--- config.mk ---
export PLATFORM = sky130hd
export DESIGN_NAME = wb_arbiter2
export DESIGN_NICKNAME = d
export VERILOG_FILES = /design/src/rtl/wb_arbiter2.sv
export SDC_FILE = /design/constraint.sdc
export NUM_CORES = 1
export LEC_CHECK = 0
export ABC_AREA = 1
export CORE_AREA = 4 4 123 125
export DETAILED_ROUTE_END_ITERATION = 8
export DIE_AREA = 0 0 127 129
export PLACE_DENSITY_LB_ADDON = 0.1
export RECOVER_POWER = 100
export SYNTH_ARGS = -nofsm -noshare
export SYNTH_HDL_FRONTEND = slang
export SYNTH_SLANG_ARGS = --single-unit
--- constraint.sdc ---
create_clock -name clk -period 3.2 [get_ports clk]
set_input_delay 0.96 -clock clk [delete_from_list [all_inputs] [get_ports clk]]
set_output_delay 0.96 -clock clk [all_outputs]
set_load 0.1 [all_outputs]
--- src/rtl/wb_arbiter2.sv ---
// wb_arbiter2: round-robin two-master pipelined Wishbone arbiter with outstanding tracking and timeout abort
module wb_arbiter2 #(
  parameter int AW = 32,
  parameter int DW = 32,
  parameter int MAX_OUT = 4,
  parameter int TIMEOUT = 255
) (
  input  logic            clk,
  input  logic            rst,
  input  logic            m0_cyc,
  input  logic            m0_stb,
  input  logic [AW-1:0]   m0_adr,
  input  logic            m0_we,
  input  logic [DW/8-1:0] m0_sel,
  input  logic [DW-1:0]   m0_dat_i,
  output logic [DW-1:0]   m0_dat_o,
  output logic            m0_ack,
  output logic            m0_err,
  output logic            m0_stall,
  input  logic            m1_cyc,
  input  logic            m1_stb,
  input  logic [AW-1:0]   m1_adr,
  input  logic            m1_we,
  input  logic [DW/8-1:0] m1_sel,
  input  logic [DW-1:0]   m1_dat_i,
  output logic [DW-1:0]   m1_dat_o,
  output logic            m1_ack,
  output logic            m1_err,
  output logic            m1_stall,
  output logic            s_cyc,
  output logic            s_stb,
  output logic            s_we,
  output logic [AW-1:0]   s_adr,
  output logic [DW/8-1:0] s_sel,
  output logic [DW-1:0]   s_dat_o,
  input  logic [DW-1:0]   s_dat_i,
  input  logic            s_ack,
  input  logic            s_err,
  input  logic            s_stall
);
  localparam int CW = $clog2(MAX_OUT + 1);
  localparam int TW = $clog2(TIMEOUT + 1);
  typedef enum logic {IDLE, BUSY} state_t;
  state_t state, state_n;
  logic own, own_n, last, last_n;
  logic [CW-1:0] out_cnt, out_n;
  logic [TW-1:0] timer, timer_n;
  logic busy, o_cyc, o_stb, full, tmo, resp, acc;
  assign busy = state == BUSY;
  assign o_cyc = own ? m1_cyc : m0_cyc;
  assign o_stb = own ? m1_stb : m0_stb;
  assign full = out_cnt == CW'(MAX_OUT);
  assign tmo = busy & (timer == TW'(TIMEOUT));
  assign resp = s_ack | s_err;
  assign acc = s_stb & ~s_stall;
  assign s_cyc = busy & o_cyc & ~tmo;
  assign s_stb = busy & o_stb & ~full & ~tmo;
  assign s_we = own ? m1_we : m0_we;
  assign s_adr = own ? m1_adr : m0_adr;
  assign s_sel = own ? m1_sel : m0_sel;
  assign s_dat_o = own ? m1_dat_i : m0_dat_i;
  assign m0_dat_o = s_dat_i;
  assign m1_dat_o = s_dat_i;
  assign m0_ack = busy & ~own & s_ack & ~tmo;
  assign m1_ack = busy & own & s_ack & ~tmo;
  assign m0_err = busy & ~own & (s_err | tmo);
  assign m1_err = busy & own & (s_err | tmo);
  assign m0_stall = ~busy | own | s_stall | full;
  assign m1_stall = ~busy | ~own | s_stall | full;
  always_ff @(posedge clk or posedge rst) begin
    if (rst) begin
      state <= IDLE;
      own <= 1'b0;
      last <= 1'b1;
      out_cnt <= '0;
      timer <= '0;
    end else begin
      state <= state_n;
      own <= own_n;
      last <= last_n;
      out_cnt <= out_n;
      timer <= timer_n;
    end
  end
  always_comb begin
    state_n = state;
    own_n = own;
    last_n = last;
    out_n = out_cnt;
    timer_n = timer;
    if (!busy) begin
      if (m0_cyc | m1_cyc) begin
        state_n = BUSY;
        own_n = (m0_cyc & m1_cyc) ? ~last : m1_cyc;
      end
    end else if (~o_cyc | tmo) begin
      state_n = IDLE;
      last_n = own;
      out_n = '0;
      timer_n = '0;
    end else begin
      // simultaneous accept and response cancel; a response with nothing outstanding is dropped
      out_n = (acc & ~resp) ? out_cnt + 1'b1 : (resp & ~acc & out_cnt != '0) ? out_cnt - 1'b1 : out_cnt;
      timer_n = (resp | out_cnt == '0) ? '0 : timer + 1'b1;
    end
  end
endmodule

==> results.json, run 1 <==
{
  "status": "finished clean",
  "grt_usage": 0.128,
  "regArea_um2": 353,
  "ys_ff_latch": 14,
  "hold_viol_final": 0,
  "finalPower_w": 0.00531,
  "clock_path_buffers": 2,
  "tritoncts": "built",
  "cts_setup_buffers": 0,
  "syn_to_final_growth_pct": 84.0,
  "vias_per_cell": 3.88,
  "fillers": 1556,
  "critPathArrivalTime_ps": 2130,
  "routedWlPerCell_um": 15.5,
  "ios": 320,
  "synth-main-ff-cell": "dfrtp_1",
  "vias": 2866,
  "max_freq_mhz": 324,
  "netlist.area_leader.share": 0.412,
  "h-tree-depth": 1,
  "synthArstFlopShare": 1.00,
  "leakagePower_nw": 2.08,
  "vdd_drop_max_mv": 0.483,
  "die-area_um2": 16400,
  "final_nets": 741,
  "power_density_nw_per_um2": 1300,
  "synth_top_cell_by_area": "nand2_1",
  "slew_violations": 0,
  "drc": 0,
  "reg2reg_slack_ps": 920,
  "rsz0062_at_grt": "false",
  "crit_chain": "dlygate4sd3_1 -> nand2_1 -> nand2_1 -> nand2_1 -> nor2_2 -> buf_12",
  "drive_gt1_frac": 0.174,
  "gp_congestion": 0.819,
  "worst_path_most_repeated_cell": "nand2_1",
  "synth_edf_count": 0,
  "cap_violations": 0,
  "finalClockSkew_ps": 4.38,
  "io_buffer_count": 223,
  "crit_path_end_kind": "output port",
  "synthTopCellsByCount": "244 x nand2_1, 64 x buf_4, 16 x inv_1",
  "cts_made_buffers": 3,
  "tightestPinTransition_ps": 564,
  "multi_input_area_um2": 1240,
  "synth_nets": 588,
  "root_buffer": "clkbuf_16",
  "worstPathRequired_ps": 2240,
  "hp-class": "register to register",
  "finalSetupViolCount": 0,
  "die_y_um": 129,
  "die_x_um": 127,
  "start_util": 0.160,
  "crit_path_start_kind": "input port",
  "final_util": 0.295,
  "clock-sinks": 14,
  "fin_crit_ps": 3090,
  "drt.antenna.violating_nets": 0,
  "synth-seq-area-share": 0.158,
  "syn-cell-area_um2": 2220,
  "dp_hpwl_um": 9700,
  "yosys-top-cells-area": "nand2_1 41%, buf_4 22%, dfrtp_1 15%, inv_1 2.7%, buf_2 2.0%",
  "syn_avg_cell_area_um2": 5.46,
  "drt_iter0_markers": 64,
  "design.core.area_um2": 13900,
  "critPathSlowestCell": "dlygate4sd3_1",
  "yosys_warnings": 0,
  "clk_pin_slew_ps": 40,
  "grt-ovfl-total": 0,
  "drtPass1Iterations": 6,
  "finalCritPeriodShare": 0.965,
  "diodes": 0,
  "rows": 43,
  "grt_pass1_vias": 2895,
  "yosysMostFrequentCell": "nand2_1",
  "clock_latency_ps": 240,
  "critPathMaxFanout": 3,
  "path_class": "input port to output port",
  "max_stage_delay_ps": 570,
  "antenna_found_initial": 0,
  "relSlewSlack": 0.625,
  "cts_hold_buf": 0,
  "drt_wl_total_um": 11400,
  "synth.distinct_cells": 28,
  "grt_start_max_net_pins": 44,
  "grt_pass1_wl_um": 16600,
  "postSynthCellCount": 407,
  "cts_resized": 0
}
==> logic make-up after synthesis <==
group / after synthesis / synth area share
buffers and inverters: 100 / 0.282
AOI/OAI and AO/OA: 12 / 0.0310
xor gates and xnor gates: 6 / 0.0236
adders and majority gates: 2 / 0.0146
DFF: 14 / 0.158
and+or+nand+nor: 273 / 0.490
==> area by class of cell <==
type	count	area share
inverter	20	0.0184
sequential	14	0.0863
clock buffer	4	0.0193
timing repair buffer	228	0.517
multi-input combinational	293	0.304
tap	180	0.0551
==> stage by stage <==
step | TNS (ps) | instances | hold slack (ps) | setup slack (ps) | cell area [um^2]
after floorplan | -1740 | 407 | 454 | -819 | 2230
after global placement | 0 | 735 | 473 | 166 | 4960
after detailed placement | 0 | 735 | 471 | 160 | 4960
after CTS | 0 | 739 | 485 | 158 | 5040
after global routing | 0 | 739 | 558 | 44.6 | 4090
final | 0 | 739 | 505 | 113 | 4090
==> final timing paths <==
kind | from | to | depth (start not counted)
setup / recovery | m0_cyc | s_cyc | 6
hold / removal | last | last | 2
setup reg to reg | own | out_cnt[2] | 14
hold reg to reg | last | last | 2
max in group asynchronous | rst | own | 2
min in group asynchronous | rst | timer[0] | 2
==> state kept, by name, summed over array words and instances (netlist names) <==
register	cells
last	1
timer	8
out_cnt	3
busy	1
own	1
==> routing by layer <==
metal  up-vias  GRT usage  wire length [um]
met5         -          0                 0
met4         0     0.0536               386
met3        37     0.0328               950
met2       138      0.241              6080
met1      1224      0.136              4020
li1       1467          -                 -
==> critical path, delay by kind of cell <==
family                 cells  cell delay [ps]
AND/OR/NAND/NOR            4              390
buffers and inverters      2              770
==> power by group <==
part | switching (W) | total [W] | internal [W]
clock network | 0.0000627 | 0.000230 | 0.000167
registers | 0.0000804 | 0.000297 | 0.000216
logic | 0.00387 | 0.00478 | 0.000916
==> cell usage in the layout, fill, tap and decap left out, types with 2 or more instances in the layout <==
master,count
clkbuf_1,2
o22ai_1,4
dlygate4sd3_1,2
dfrtp_1,12
inv_2,3
clkdlybuf4s50_1,144
clkbuf_4,42
clkbuf_16,3
buf_4,2
nor2_1,8
nand4_1,2
clkbuf_2,15
a21oi_2,2
inv_1,17
nand2_1,245
buf_2,13
nand3_1,9
buf_12,9
nor3_1,3
xor2_1,5
o21ai_0,5
(Power assumes the default switching activity.)
==> run 2, diff against run 1 <==
--- a/config.mk
+++ b/config.mk
@@ -6,11 +6,14 @@
 export NUM_CORES = 1
 export LEC_CHECK = 0
 export ABC_AREA = 1
-export CORE_AREA = 4 4 123 125
+export CORE_AREA = 4 4 122 124
+export CTS_CLUSTER_SIZE = 16
 export DETAILED_ROUTE_END_ITERATION = 8
-export DIE_AREA = 0 0 127 129
+export DIE_AREA = 0 0 126 128
+export DONT_BUFFER_PORTS = 1
 export PLACE_DENSITY_LB_ADDON = 0.1
 export RECOVER_POWER = 100
+export SLEW_MARGIN = 5
 export SYNTH_ARGS = -nofsm -noshare
 export SYNTH_HDL_FRONTEND = slang
 export SYNTH_SLANG_ARGS = --single-unit
==> run 2 against run 1 <==
- critical path depth grew 1
- design area fell by 36%
- worst setup slack better by 150 ps
- global-route usage shrank 2.5 points
- cell count decreased by 20%
- critical endpoint is now s_stb
- non-clock buffer count down 147
- sequential share of layout area rose by 4.9 points
- first-iteration DRC count grew 61%
- highest routed layer unchanged
- clock-buffer cell count unchanged
- fmax grew 5.2%
- flip-flop and latch count unchanged
- utilization decreased by 11 points
==> results.json, run 2 (synthesized netlist as in run 1, its figures left out) <==
{
  "grt-ovfl-total": 0,
  "drt.antenna.violating_nets": 0,
  "r2r_cells": 13,
  "tightestPinTransition_ps": 631,
  "cts_hold_buf": 0,
  "antenna_found_initial": 0,
  "whs_endpoint": "last",
  "reg2reg_slack_ps": 790,
  "routedWlPerCell_um": 16.1,
  "rows": 43,
  "ios": 320,
  "fin_crit_ps": 2930,
  "max_stage_delay_ps": 380,
  "final_cell_mix": "246 x nand2_1, 45 x clkbuf_4, 23 x clkbuf_2",
  "grt_pass1_vias": 2350,
  "hold_viol_final": 0,
  "detailed_place.area_um2": 3460,
  "root_buffer": "clkbuf_16",
  "r2r_start": "timer[0]",
  "io_buffer_count": 0,
  "clk_pin_slew_ps": 50,
  "drc": 0,
  "rsz0062_at_grt": "false",
  "syn_to_final_growth_pct": 17.1,
  "clock_latency_ps": 240,
  "final_cells": 592,
  "relSlewSlack": 0.578,
  "tritoncts": "built",
  "grt_util_met3": 0.0254,
  "hp-class": "register to register",
  "finalSetupViolCount": 0,
  "grtUsageMet2": 0.180,
  "grt_usage": 0.104,
  "pre_cts_ws_ps": 610,
  "crit_chain": "ha_1 -> nand3_1 -> nor2_1 -> nand2_1 -> inv_1 -> nor3_4 -> clkbuf_4",
  "diodes": 0,
  "die_x_um": 126,
  "grt.met1_usage": 0.124,
  "postLayoutSetupSlackWorst_ps": 265,
  "finalInstanceArea_um2": 2600,
  "vias_per_cell": 4.14,
  "finalClockSkew_ps": 5.23,
  "drive_gt1_frac": 0.235,
  "vias": 2453,
  "dp_hpwl_um": 8130,
  "worstHoldStart": "last",
  "top_regs": "timer: 8 flops, out_cnt: 3 flops",
  "max_flop_register": "timer",
  "die_y_um": 128,
  "worst_hold_path.num_cells": 2,
  "cts_made_buffers": 3,
  "grt_pass1_wl_um": 13400,
  "final_nets": 594,
  "drt_wl_total_um": 9520,
  "start_util": 0.161,
  "cap_violations": 0,
  "final_common_cell": "nand2_1",
  "critPathSlowestCell": "dfrtp_1",
  "drtPass1Iterations": 5,
  "clock_path_buffers": 2,
  "place_inst": 588,
  "status": "finished clean",
  "critPathArrivalTime_ps": 1970,
  "max_freq_mhz": 341,
  "largest_reg_flops": 8,
  "h-tree-depth": 1,
  "grt_start_max_net_pins": 50,
  "cts_setup_buffers": 0,
  "final_util": 0.189,
  "finalCritPeriodShare": 0.917,
  "critPathMaxFanout": 6,
  "cts_resized": 0,
  "busiest_layer": "met2",
  "gp_congestion": 0.801,
  "reg2reg_to": "out_cnt[2]",
  "die-area_um2": 16100,
  "drt_iter0_markers": 103,
  "crit_path_end_kind": "output port",
  "path_class": "register to output port",
  "design.core.area_um2": 13800,
  "clock-sinks": 14,
  "worstPathRequired_ps": 2240,
  "crit_path_start_kind": "register",
  "slew_violations": 0
}
## run 2: changes by cell type in the layout (fill, tap and decap cells not counted), moves of 2 or more
cell,before,now
clkdlybuf4s50_1,144,0
buf_2,13,0
clkbuf_2,15,23
buf_12,9,4
buf_4,2,7
clkbuf_4,42,45
clkbuf_16,3,5
dlygate4sd3_1,2,0
nor3_1,3,1
## run 2: final cells by class
class	instances	area, um^2
clock buffers	4	78.8
fillers	1630	11200
inverters	20	75.1
multi-input cells	293	1230
flip-flops and latches	14	353
well taps	180	225
repair buffers	81	636
## run 2: how the worst max path moves through the flow
stage,start,endpoint,slack (ps)
4_1_cts,own,s_adr[1],350
2_1_floorplan,s_ack,m0_ack,-820
6_report,timer[0],s_stb,270
3_3_place_gp,own,s_adr[1],620
5_1_grt,timer[0],s_stb,100
3_5_place_dp,own,s_adr[1],610
## run 2: routing by layer
layer / share of wire / vias up
met5: 0 / -
met4: 0.031 / 0
met3: 0.097 / 42
met2: 0.51 / 148
met1: 0.37 / 1091
li1: - / 1172
## run 2: per-stage QoR
step | setup TNS (ps) | hold slack (ps)
2_1_floorplan | -1740 | 454
3_3_place_gp | 0 | 473
3_5_place_dp | 0 | 474
4_1_cts | 0 | 482
5_1_grt | 0 | 505
6_report | 0 | 477
## run 2: critical path, delay by kind of cell (launching register included)
kind,cells,cell delay (ps)
simple gates,4,600
buf+inv,2,530
flops,1,380
fa+ha+maj,1,200
Power of run 2 is left out: the tool's default activity adds up to more than one toggle a clock period on the data nets, which glitch-free logic cannot reach.
==> run 3, diff against run 2 <==
--- a/config.mk
+++ b/config.mk
@@ -11,7 +11,6 @@
 export DETAILED_ROUTE_END_ITERATION = 8
 export DIE_AREA = 0 0 126 128
 export DONT_BUFFER_PORTS = 1
-export PLACE_DENSITY_LB_ADDON = 0.1
 export RECOVER_POWER = 100
 export SLEW_MARGIN = 5
 export SYNTH_ARGS = -nofsm -noshare
==> run 3 against run 2 <==
- via count decreased by 4.0%
- hold slack better by 22 ps
- critical path depth down 2
- critical endpoint is now s_adr[22]
==> results.json, run 3 (synthesized netlist as in run 1, its figures left out) <==
{
  "status": "finished clean",
  "die-area_um2": 16100,
  "drive_gt1_frac": 0.240,
  "relSlewSlack": 0.580,
  "grt_usage": 0.0887,
  "crit_chain": "inv_2 -> buf_4 -> nand2_1 -> nand2_1 -> clkbuf_2",
  "finalSetupViolCount": 0,
  "grt-ovfl-total": 0,
  "regArea_um2": 353,
  "die_x_um": 126,
  "worstPathRequired_ps": 2240,
  "dp_hpwl_um": 7140,
  "top_regs": "timer: 8 flops, out_cnt: 3 flops",
  "rows": 43,
  "drc": 0,
  "cts_made_buffers": 3,
  "clock_latency_ps": 240,
  "cap_violations": 0,
  "die_y_um": 128,
  "routedWlPerCell_um": 13.9,
  "cts_resized": 0,
  "worst_path_most_repeated_cell": "nand2_1",
  "drt_iter0_markers": 97,
  "diodes": 0,
  "max_stage_delay_ps": 480,
  "design.core.area_um2": 13800,
  "critPathArrivalTime_ps": 1910,
  "critPathSlowestCell": "clkbuf_2",
  "root_buffer": "clkbuf_16",
  "worst_hold_slack_ps": 499,
  "h-tree-depth": 1,
  "max_flop_register": "timer",
  "detailed_place.area_um2": 3440,
  "final_common_cell": "nand2_1",
  "gp_congestion": 0.735,
  "fillers": 1602,
  "fin_crit_ps": 2870,
  "ios": 320,
  "final_cell_mix": "246 x nand2_1, 62 x clkbuf_2, 16 x inv_1",
  "antenna_found_initial": 0,
  "grt_pass1_wl_um": 11700,
  "crit_path_end_kind": "output port",
  "critPathMaxFanout": 44,
  "finalClockSkew_ps": 1.80,
  "finalCritPeriodShare": 0.896,
  "tightestPinTransition_ps": 629,
  "drt_wl_total_um": 8260,
  "tritoncts": "built",
  "cts_setup_buffers": 0,
  "cts_hold_buf": 0,
  "io_buffer_count": 0,
  "vias": 2354,
  "rsz0062_at_grt": "false",
  "syn_to_final_growth_pct": 16.2,
  "drt.antenna.violating_nets": 0,
  "slew_violations": 0,
  "finalInstanceArea_um2": 2580,
  "max_freq_mhz": 349,
  "final_util": 0.188,
  "path_class": "register to output port",
  "grt_start_max_net_pins": 49,
  "crit_path_start_kind": "register",
  "multi_input_area_um2": 1240,
  "clock_path_buffers": 2,
  "start_util": 0.161,
  "hp-class": "register to register",
  "vias_per_cell": 3.98,
  "final_nets": 594,
  "clk_pin_slew_ps": 50,
  "largest_reg_flops": 8,
  "drtPass1Iterations": 4,
  "clock-sinks": 14,
  "grt_pass1_vias": 2281,
  "hold_viol_final": 0
}
[run 3: changes by cell type in the layout (fill, tap and decap cells not counted), sizes merged]
cell	change
clkbuf	-6
buf	+6
[run 3: layout make-up]
cell class,instances,share of cell area
timing repair buffer,81,0.233
tap,180,0.0872
clock buffer,4,0.0344
inverter,20,0.0291
sequential,14,0.137
multi-input combinational,293,0.480
[run 3: metal layers]
| metal | up-vias | GRT usage | part of all wire |
|---|---|---|---|
| li1 | 1167 | - | - |
| met1 | 1025 | 0.104 | 0.38 |
| met2 | 140 | 0.154 | 0.49 |
| met3 | 22 | 0.0279 | 0.10 |
| met4 | 0 | 0.0278 | 0.021 |
| met5 | - | 0 | 0 |
[run 3: final timing paths]
| kind | startpoint | end | slack [ps] | depth (start not counted) |
|---|---|---|---|---|
| worst max-delay path | own | s_adr[22] | 330 | 5 |
| worst min-delay path | last | last | 500 | 2 |
| worst max register to register | timer[0] | out_cnt[2] | 880 | 13 |
| worst min register to register | last | last | 500 | 2 |
| max in group asynchronous | rst | own | 2150 | 1 |
| min in group asynchronous | rst | timer[7] | 650 | 1 |
[run 3: worst max-delay path, delay by kind of cell, from the launching register on]
| family | cells | cell delay (ps) |
|---|---|---|
| AND/OR/NAND/NOR | 2 | 240 |
| flip-flops | 1 | 410 |
| buffers and inverters | 3 | 970 |
[run 3: metrics by stage]
| stage | setup WS (ps) | instances | setup TNS (ps) |
|---|---|---|---|
| 5_1_grt | 221 | 592 | 0 |
| 6_report | 332 | 592 | 0 |
| 3_3_place_gp | 645 | 588 | 0 |
| 2_1_floorplan | -819 | 407 | -1740 |
| 4_1_cts | 554 | 592 | 0 |
| 3_5_place_dp | 623 | 588 | 0 |
Power of run 3 is left out for the same reason.
